File: config.mk
export PLATFORM = sky130hd
export DESIGN_NAME = mem_dump_uart_flat
export DESIGN_NICKNAME = d
export VERILOG_FILES = /design/src/rtl/mem_dump_uart_if.sv /design/src/rtl/mem_dump_uart.sv /design/src/flat_wrapper.sv
export SDC_FILE = /design/constraint.sdc
export NUM_CORES = 1
export LEC_CHECK = 0
export ABC_AREA = 1
export CORE_MARGIN = 2
export CORE_UTILIZATION = 40
export DETAILED_ROUTE_END_ITERATION = 10
export PLACE_DENSITY_LB_ADDON = 0.15
export SLEW_MARGIN = 10
export SYNTH_ARGS = -nofsm -noshare
export SYNTH_HDL_FRONTEND = slang
export SYNTH_SLANG_ARGS = --single-unit
File: constraint.sdc
create_clock -name clk -period 3.8 [get_ports clk]
set_clock_uncertainty 0.05 [all_clocks]
set_input_delay 0.95 -clock clk [delete_from_list [all_inputs] [get_ports clk]]
set_output_delay 0.95 -clock clk [all_outputs]
set_load 0.005 [all_outputs]
File: src/rtl/mem_dump_uart_if.sv
// Debug-readout bus between the memory dump UART master and the datapath / board pins.
// The master modport is the dump engine; the slave modport is the datapath/board side.
interface mem_dump_uart_if;
   logic        start;
   logic [31:0] rd_data;
   logic [31:0] add;
   logic        button;
   logic        tx;
   logic        busy;
   logic        done;

   modport master (
      input  start,
      input  rd_data,
      output add,
      output button,
      output tx,
      output busy,
      output done
   );

   modport slave (
      output start,
      output rd_data,
      input  add,
      input  button,
      input  tx,
      input  busy,
      input  done
   );
endinterface

File: src/rtl/mem_dump_uart.sv
// Reads NUM_WORDS words from the datapath debug port and streams them MSB byte first
// over an 8N1 UART line. All outputs are registered decodes of the current state.
module mem_dump_uart #(
   parameter int unsigned CLKS_PER_BIT = 868,
   parameter int unsigned NUM_WORDS    = 16,
   parameter logic [31:0] BASE_ADDR    = 32'h0
) (
   input  logic            clk,
   input  logic            rst,
   mem_dump_uart_if.master bus
);

   localparam int unsigned BAUD_W = $clog2(CLKS_PER_BIT);
   localparam int unsigned WORD_W = (NUM_WORDS > 1) ? $clog2(NUM_WORDS) : 1;
   localparam logic [BAUD_W-1:0] BAUD_LAST = BAUD_W'(CLKS_PER_BIT - 1);
   localparam logic [WORD_W-1:0] WORD_LAST = WORD_W'(NUM_WORDS - 1);

   localparam logic [2:0] S_IDLE      = 3'd0;
   localparam logic [2:0] S_REQ       = 3'd1;
   localparam logic [2:0] S_WAIT      = 3'd2;
   localparam logic [2:0] S_START_BIT = 3'd3;
   localparam logic [2:0] S_DATA      = 3'd4;
   localparam logic [2:0] S_STOP_BIT  = 3'd5;
   localparam logic [2:0] S_DONE      = 3'd6;

   logic [2:0]        state_q, state_d;
   logic [WORD_W-1:0] w_q,     w_d;
   logic [1:0]        byte_q,  byte_d;
   logic [2:0]        bit_q,   bit_d;
   logic [BAUD_W-1:0] baud_q,  baud_d;
   logic [31:0]       shift_q, shift_d;
   logic [31:0]       add_q,   add_d;
   logic              button_q, button_d;
   logic              tx_q,     tx_d;
   logic              busy_q,   busy_d;
   logic              done_q,   done_d;

   logic [7:0]        cur_byte;
   logic [WORD_W-1:0] w_inc;
   logic              baud_last;

   assign cur_byte  = shift_q[31:24];
   assign w_inc     = w_q + WORD_W'(1);
   assign baud_last = (baud_q == BAUD_LAST);

   // Next-state and registered-output decode
   always_comb begin
      state_d  = state_q;
      w_d      = w_q;
      byte_d   = byte_q;
      bit_d    = bit_q;
      baud_d   = baud_q;
      shift_d  = shift_q;
      add_d    = add_q;
      button_d = (state_q == S_REQ) || (state_q == S_WAIT);
      busy_d   = (state_q != S_IDLE) && (state_q != S_DONE);
      done_d   = (state_q == S_DONE);
      tx_d     = 1'b1;

      if (state_q == S_START_BIT) begin
         tx_d = 1'b0;
      end else if (state_q == S_DATA) begin
         tx_d = cur_byte[bit_q];
      end

      // add is loaded on entry to REQ so a 1-cycle registered memory read is
      // already settled by the time the word is latched leaving WAIT.
      case (state_q)
         S_IDLE: begin
            if (bus.start) begin
               state_d = S_REQ;
               w_d     = '0;
               add_d   = BASE_ADDR;
            end
         end
         S_REQ: begin
            state_d = S_WAIT;
         end
         S_WAIT: begin
            shift_d = bus.rd_data;
            byte_d  = 2'd0;
            bit_d   = 3'd0;
            baud_d  = '0;
            state_d = S_START_BIT;
         end
         S_START_BIT: begin
            if (baud_last) begin
               baud_d  = '0;
               bit_d   = 3'd0;
               state_d = S_DATA;
            end else begin
               baud_d = baud_q + BAUD_W'(1);
            end
         end
         S_DATA: begin
            if (baud_last) begin
               baud_d = '0;
               if (bit_q == 3'd7) begin
                  bit_d   = 3'd0;
                  state_d = S_STOP_BIT;
               end else begin
                  bit_d = bit_q + 3'd1;
               end
            end else begin
               baud_d = baud_q + BAUD_W'(1);
            end
         end
         S_STOP_BIT: begin
            if (baud_last) begin
               baud_d = '0;
               if (byte_q != 2'd3) begin
                  shift_d = {shift_q[23:0], 8'h00};
                  byte_d  = byte_q + 2'd1;
                  state_d = S_START_BIT;
               end else if (w_q != WORD_LAST) begin
                  w_d     = w_inc;
                  add_d   = BASE_ADDR + (32'(w_inc) << 2);
                  state_d = S_REQ;
               end else begin
                  state_d = S_DONE;
               end
            end else begin
               baud_d = baud_q + BAUD_W'(1);
            end
         end
         S_DONE: begin
            state_d = S_IDLE;
         end
         default: begin
            state_d = S_IDLE;
         end
      endcase
   end

   // State and output registers
   always_ff @(posedge clk) begin
      if (rst) begin
         state_q  <= S_IDLE;
         w_q      <= '0;
         byte_q   <= 2'd0;
         bit_q    <= 3'd0;
         baud_q   <= '0;
         shift_q  <= 32'h0;
         add_q    <= 32'h0;
         button_q <= 1'b0;
         tx_q     <= 1'b1;
         busy_q   <= 1'b0;
         done_q   <= 1'b0;
      end else begin
         state_q  <= state_d;
         w_q      <= w_d;
         byte_q   <= byte_d;
         bit_q    <= bit_d;
         baud_q   <= baud_d;
         shift_q  <= shift_d;
         add_q    <= add_d;
         button_q <= button_d;
         tx_q     <= tx_d;
         busy_q   <= busy_d;
         done_q   <= done_d;
      end
   end

   assign bus.add    = add_q;
   assign bus.button = button_q;
   assign bus.tx     = tx_q;
   assign bus.busy   = busy_q;
   assign bus.done   = done_q;

endmodule
File: src/flat_wrapper.sv
// flat-port wrapper written by rule: the top's interface ports become plain ports
module mem_dump_uart_flat 
#(
   parameter int unsigned CLKS_PER_BIT = 868,
   parameter int unsigned NUM_WORDS    = 16,
   parameter logic [31:0] BASE_ADDR    = 32'h0
)
  (clk, rst, bus_start, bus_rd_data, bus_add, bus_button, bus_tx, bus_busy, bus_done);
  mem_dump_uart_if bus_i ();
  input  logic clk;
  input  logic rst;
  input wire logic [$bits(bus_i.start)-1:0] bus_start;
  input wire logic [$bits(bus_i.rd_data)-1:0] bus_rd_data;
  output wire logic [$bits(bus_i.add)-1:0] bus_add;
  output wire logic [$bits(bus_i.button)-1:0] bus_button;
  output wire logic [$bits(bus_i.tx)-1:0] bus_tx;
  output wire logic [$bits(bus_i.busy)-1:0] bus_busy;
  output wire logic [$bits(bus_i.done)-1:0] bus_done;
  assign bus_i.start = bus_start;
  assign bus_i.rd_data = bus_rd_data;
  assign bus_add = bus_i.add;
  assign bus_button = bus_i.button;
  assign bus_tx = bus_i.tx;
  assign bus_busy = bus_i.busy;
  assign bus_done = bus_i.done;
  mem_dump_uart #(.CLKS_PER_BIT(CLKS_PER_BIT), .NUM_WORDS(NUM_WORDS), .BASE_ADDR(BASE_ADDR)) u_core (.clk(clk), .rst(rst), .bus(bus_i));
endmodule
==> impl_metrics.tcl <==
set metrics [dict create \
    drv_slew 0 \
    area_growth_pct 15.1 \
    post_cts.resized_instances 0 \
    setup.worst_path.end_class "flop" \
    power.density_nw_per_um2 593 \
    clock_tree_root "sky130_fd_sc_hd__clkbuf_8" \
    post_cts_hold_buffer_count 0 \
    post-route-min-period_ns 2.31 \
    finalSetupViolCount 0 \
    route.vias.total 3010 \
    clock_path_buffers 2 \
    fraction_of_the_yosys_area_taken_by_sequential_cells_pct 35.6 \
    grt_antenna_before_repair 0 \
    grt_pass1_vias 2764 \
    rows 32 \
    dpl_cell_area_um2 3530 \
    maxCapViolCount 0 \
    dr.first_iter.drc_count 133 \
    worstHoldPathType "reg2reg" \
    design.core.area_um2 7810 \
    route.antenna.remaining_nets 0 \
    max_fanout_on_critical_path 30 \
    dieArea_um2 8880 \
    global_route_usage_over_all_layers_pct 17.8 \
    grt_pass1_wl_um 12400 \
    route.detailed.drc 0 \
    io_pins 71 \
    die_w_um 94.3 \
    placement.io_buffers 42 \
    clk-insertion-delay-late_ns 0.34 \
    worst-endpoint-arrival_ns 2.47 \
    crit_type "reg2reg" \
    htree_levels 3 \
    cts_tree "built" \
    timing.critical_path.required_ns 3.96 \
    tritoncts_num_sinks 58 \
    synth.avg_cell_area_um2 6.68 \
    globalplace.congestion 0.934 \
    synth_area_um2 3260 \
    fin_hold_ws_ns 0.411 \
    status "completed" \
    drtPass1Iterations 4 \
    rsz_0062_raised_after_global_routing "false" \
    fillCellCount 822 \
    grt_start_max_net_pins 44 \
    postCtsSetupRepairBufs 0 \
    synth_warn 0 \
    period_share_pct 60.8 \
    fin_nets 561 \
    final_layout_size_suffix_gt1_share_pct 5.89 \
    synth-seq-cells 58 \
    globalRouteOverflowTotal 0 \
    post_drt_wl_per_cell_um 11.8 \
    synthesis.instances 488 \
    layout.cell_area.non_filler_um2 3750 \
    crit_path_start_kind "flop" \
    static-leakage-power_nw 1.59 \
    peakVddDrop_uv 295 \
    dpl.hpwl_um 5000 \
    synth.distinct_cells 34 \
    max_slew.worst_pin.slew_ns 1.04 \
    floorplan.initialDensity_pct 41.7 \
    insertedDiodeCount 0 \
    fp.dieH_um 94.3 \
    hold_violations 0 \
    clk_pin_slew_worst_paths_ns 0.07 \
    timing.fmax_mhz 433 \
    final.setup.tns_ns 0 \
    numCtsBuffers 9 \
    route.detailed.vias_per_inst 4.79 \
    routed_wirelength_um 7410 \
    max-slew-margin-rel_pct 30.3 \
]
power by group:
part           total [mW]  switching [mW]  leakage, nW  internal, mW
registers           0.828          0.0928        0.472         0.735
clock network       0.637           0.252        0.109         0.385
logic               0.760           0.486         1.01         0.274
Yosys cell counts, drive strengths merged:
cell	n	area (um^2)
a21oi	48	244
xor2	2	17.5
o21a	1	7.51
nand2	187	727
o21ai	9	48.8
nand3	44	220
dfxtp	58	1160
nor4	1	6.26
nor3b	1	7.51
nor3	3	26.3
buf	42	354
ha	5	62.6
inv	28	108
conb	1	3.75
or2	1	6.26
clkbuf	7	36.3
a31oi	1	6.26
nand3b	3	22.5
nor2	42	168
nand4	4	25.0
metrics by stage:
| step | util, % | setup WS [ns] | total power [mW] | cells |
|---|---|---|---|---|
| after floorplan | - | 2.08 | 1.47 | 515 |
| after global placement | 45.2 | 1.54 | 1.59 | 612 |
| after detailed placement | 45.2 | 1.52 | 1.60 | 612 |
| after CTS | 48.0 | 1.52 | 2.24 | 628 |
| after global routing | 48.0 | 1.26 | 2.39 | 628 |
| final | 48.0 | 1.49 | 2.22 | 628 |
area by class of cell:
type | instances | area, um^2 | share of cell area [%]
multi-input cells | 380 | 1700 | 45.3
clock buffers | 11 | 141 | 3.77
flip-flops and latches | 58 | 1160 | 31.0
well taps | 102 | 128 | 3.40
repair buffers | 44 | 435 | 11.6
inverters | 28 | 108 | 2.87
clock inverters | 5 | 77.6 | 2.07
registers in the layout, summed over array words and instances, names as in the netlist:
register and cells:
u_core.bus.busy 1, u_core.state_q 3, u_core.bus.button 1, u_core.bit_q 3
u_core.bus.add 4, u_core.baud_q 10, u_core.byte_q 2, u_core.bus.tx 1
u_core.shift_q 32, u_core.bus.done 1
metal layers:
| metal | track usage (%) | wire length (um) | vias up |
|---|---|---|---|
| met5 | 0 | 0 | - |
| met4 | 6.88 | 136 | 0 |
| met3 | 4.82 | 379 | 11 |
| met2 | 29.5 | 3410 | 72 |
| met1 | 22.0 | 3490 | 1364 |
| li1 | - | - | 1563 |
cell families (layout without fill, tap and decap cells):
logic type	count (synthesis)	after routing	share of synthesized area, %
and+or+nand+nor	286	286	37.1
buffers and inverters	77	88	15.3
AOI/OAI and AO/OA	59	59	9.41
DFF	58	58	35.6
adders and majority gates	5	5	1.92
xor gates and xnor gates	2	2	0.538
other	1	28	0.115
final timing paths:
check / slack, ns / start / cells past startpoint / endpoint
worst min-delay path: 0.41 / u_core.shift_q[15]$_SDFFE_PP0P_ / 2 / u_core.shift_q[15]$_SDFFE_PP0P_
worst max-delay path: 1.49 / u_core.state_q[2]$_SDFFE_PP0P_ / 9 / u_core.bus.add[4]$_SDFFE_PP0P_
worst min register to register: 0.41 / u_core.shift_q[15]$_SDFFE_PP0P_ / 2 / u_core.shift_q[15]$_SDFFE_PP0P_
worst max register to register: 1.49 / u_core.state_q[2]$_SDFFE_PP0P_ / 9 / u_core.bus.add[4]$_SDFFE_PP0P_
placed cells by master, fill, tap and decap left out, drive strengths merged, types with 4 or more instances in the layout:
master,count
nand3,44
clkdlybuf4s50,42
ha,5
a21oi,48
dfxtp,58
o21ai,9
nand4,4
nor2,42
conb,28
nand2,187
inv,28
clkbuf,11
critical path, stage by stage (launching register included):
cell,delay [ns]
sky130_fd_sc_hd__dfxtp_1,0.51
sky130_fd_sc_hd__inv_2,0.10
sky130_fd_sc_hd__nor2_1,0.13
sky130_fd_sc_hd__nand2_1,0.62
sky130_fd_sc_hd__nand2_1,0.24
sky130_fd_sc_hd__nand2_1,0.11
sky130_fd_sc_hd__nor2_4,0.20
sky130_fd_sc_hd__nand2_1,0.09
sky130_fd_sc_hd__nand2_1,0.07
sky130_fd_sc_hd__a21oi_1,0.05
(Power assumes the default switching activity.)
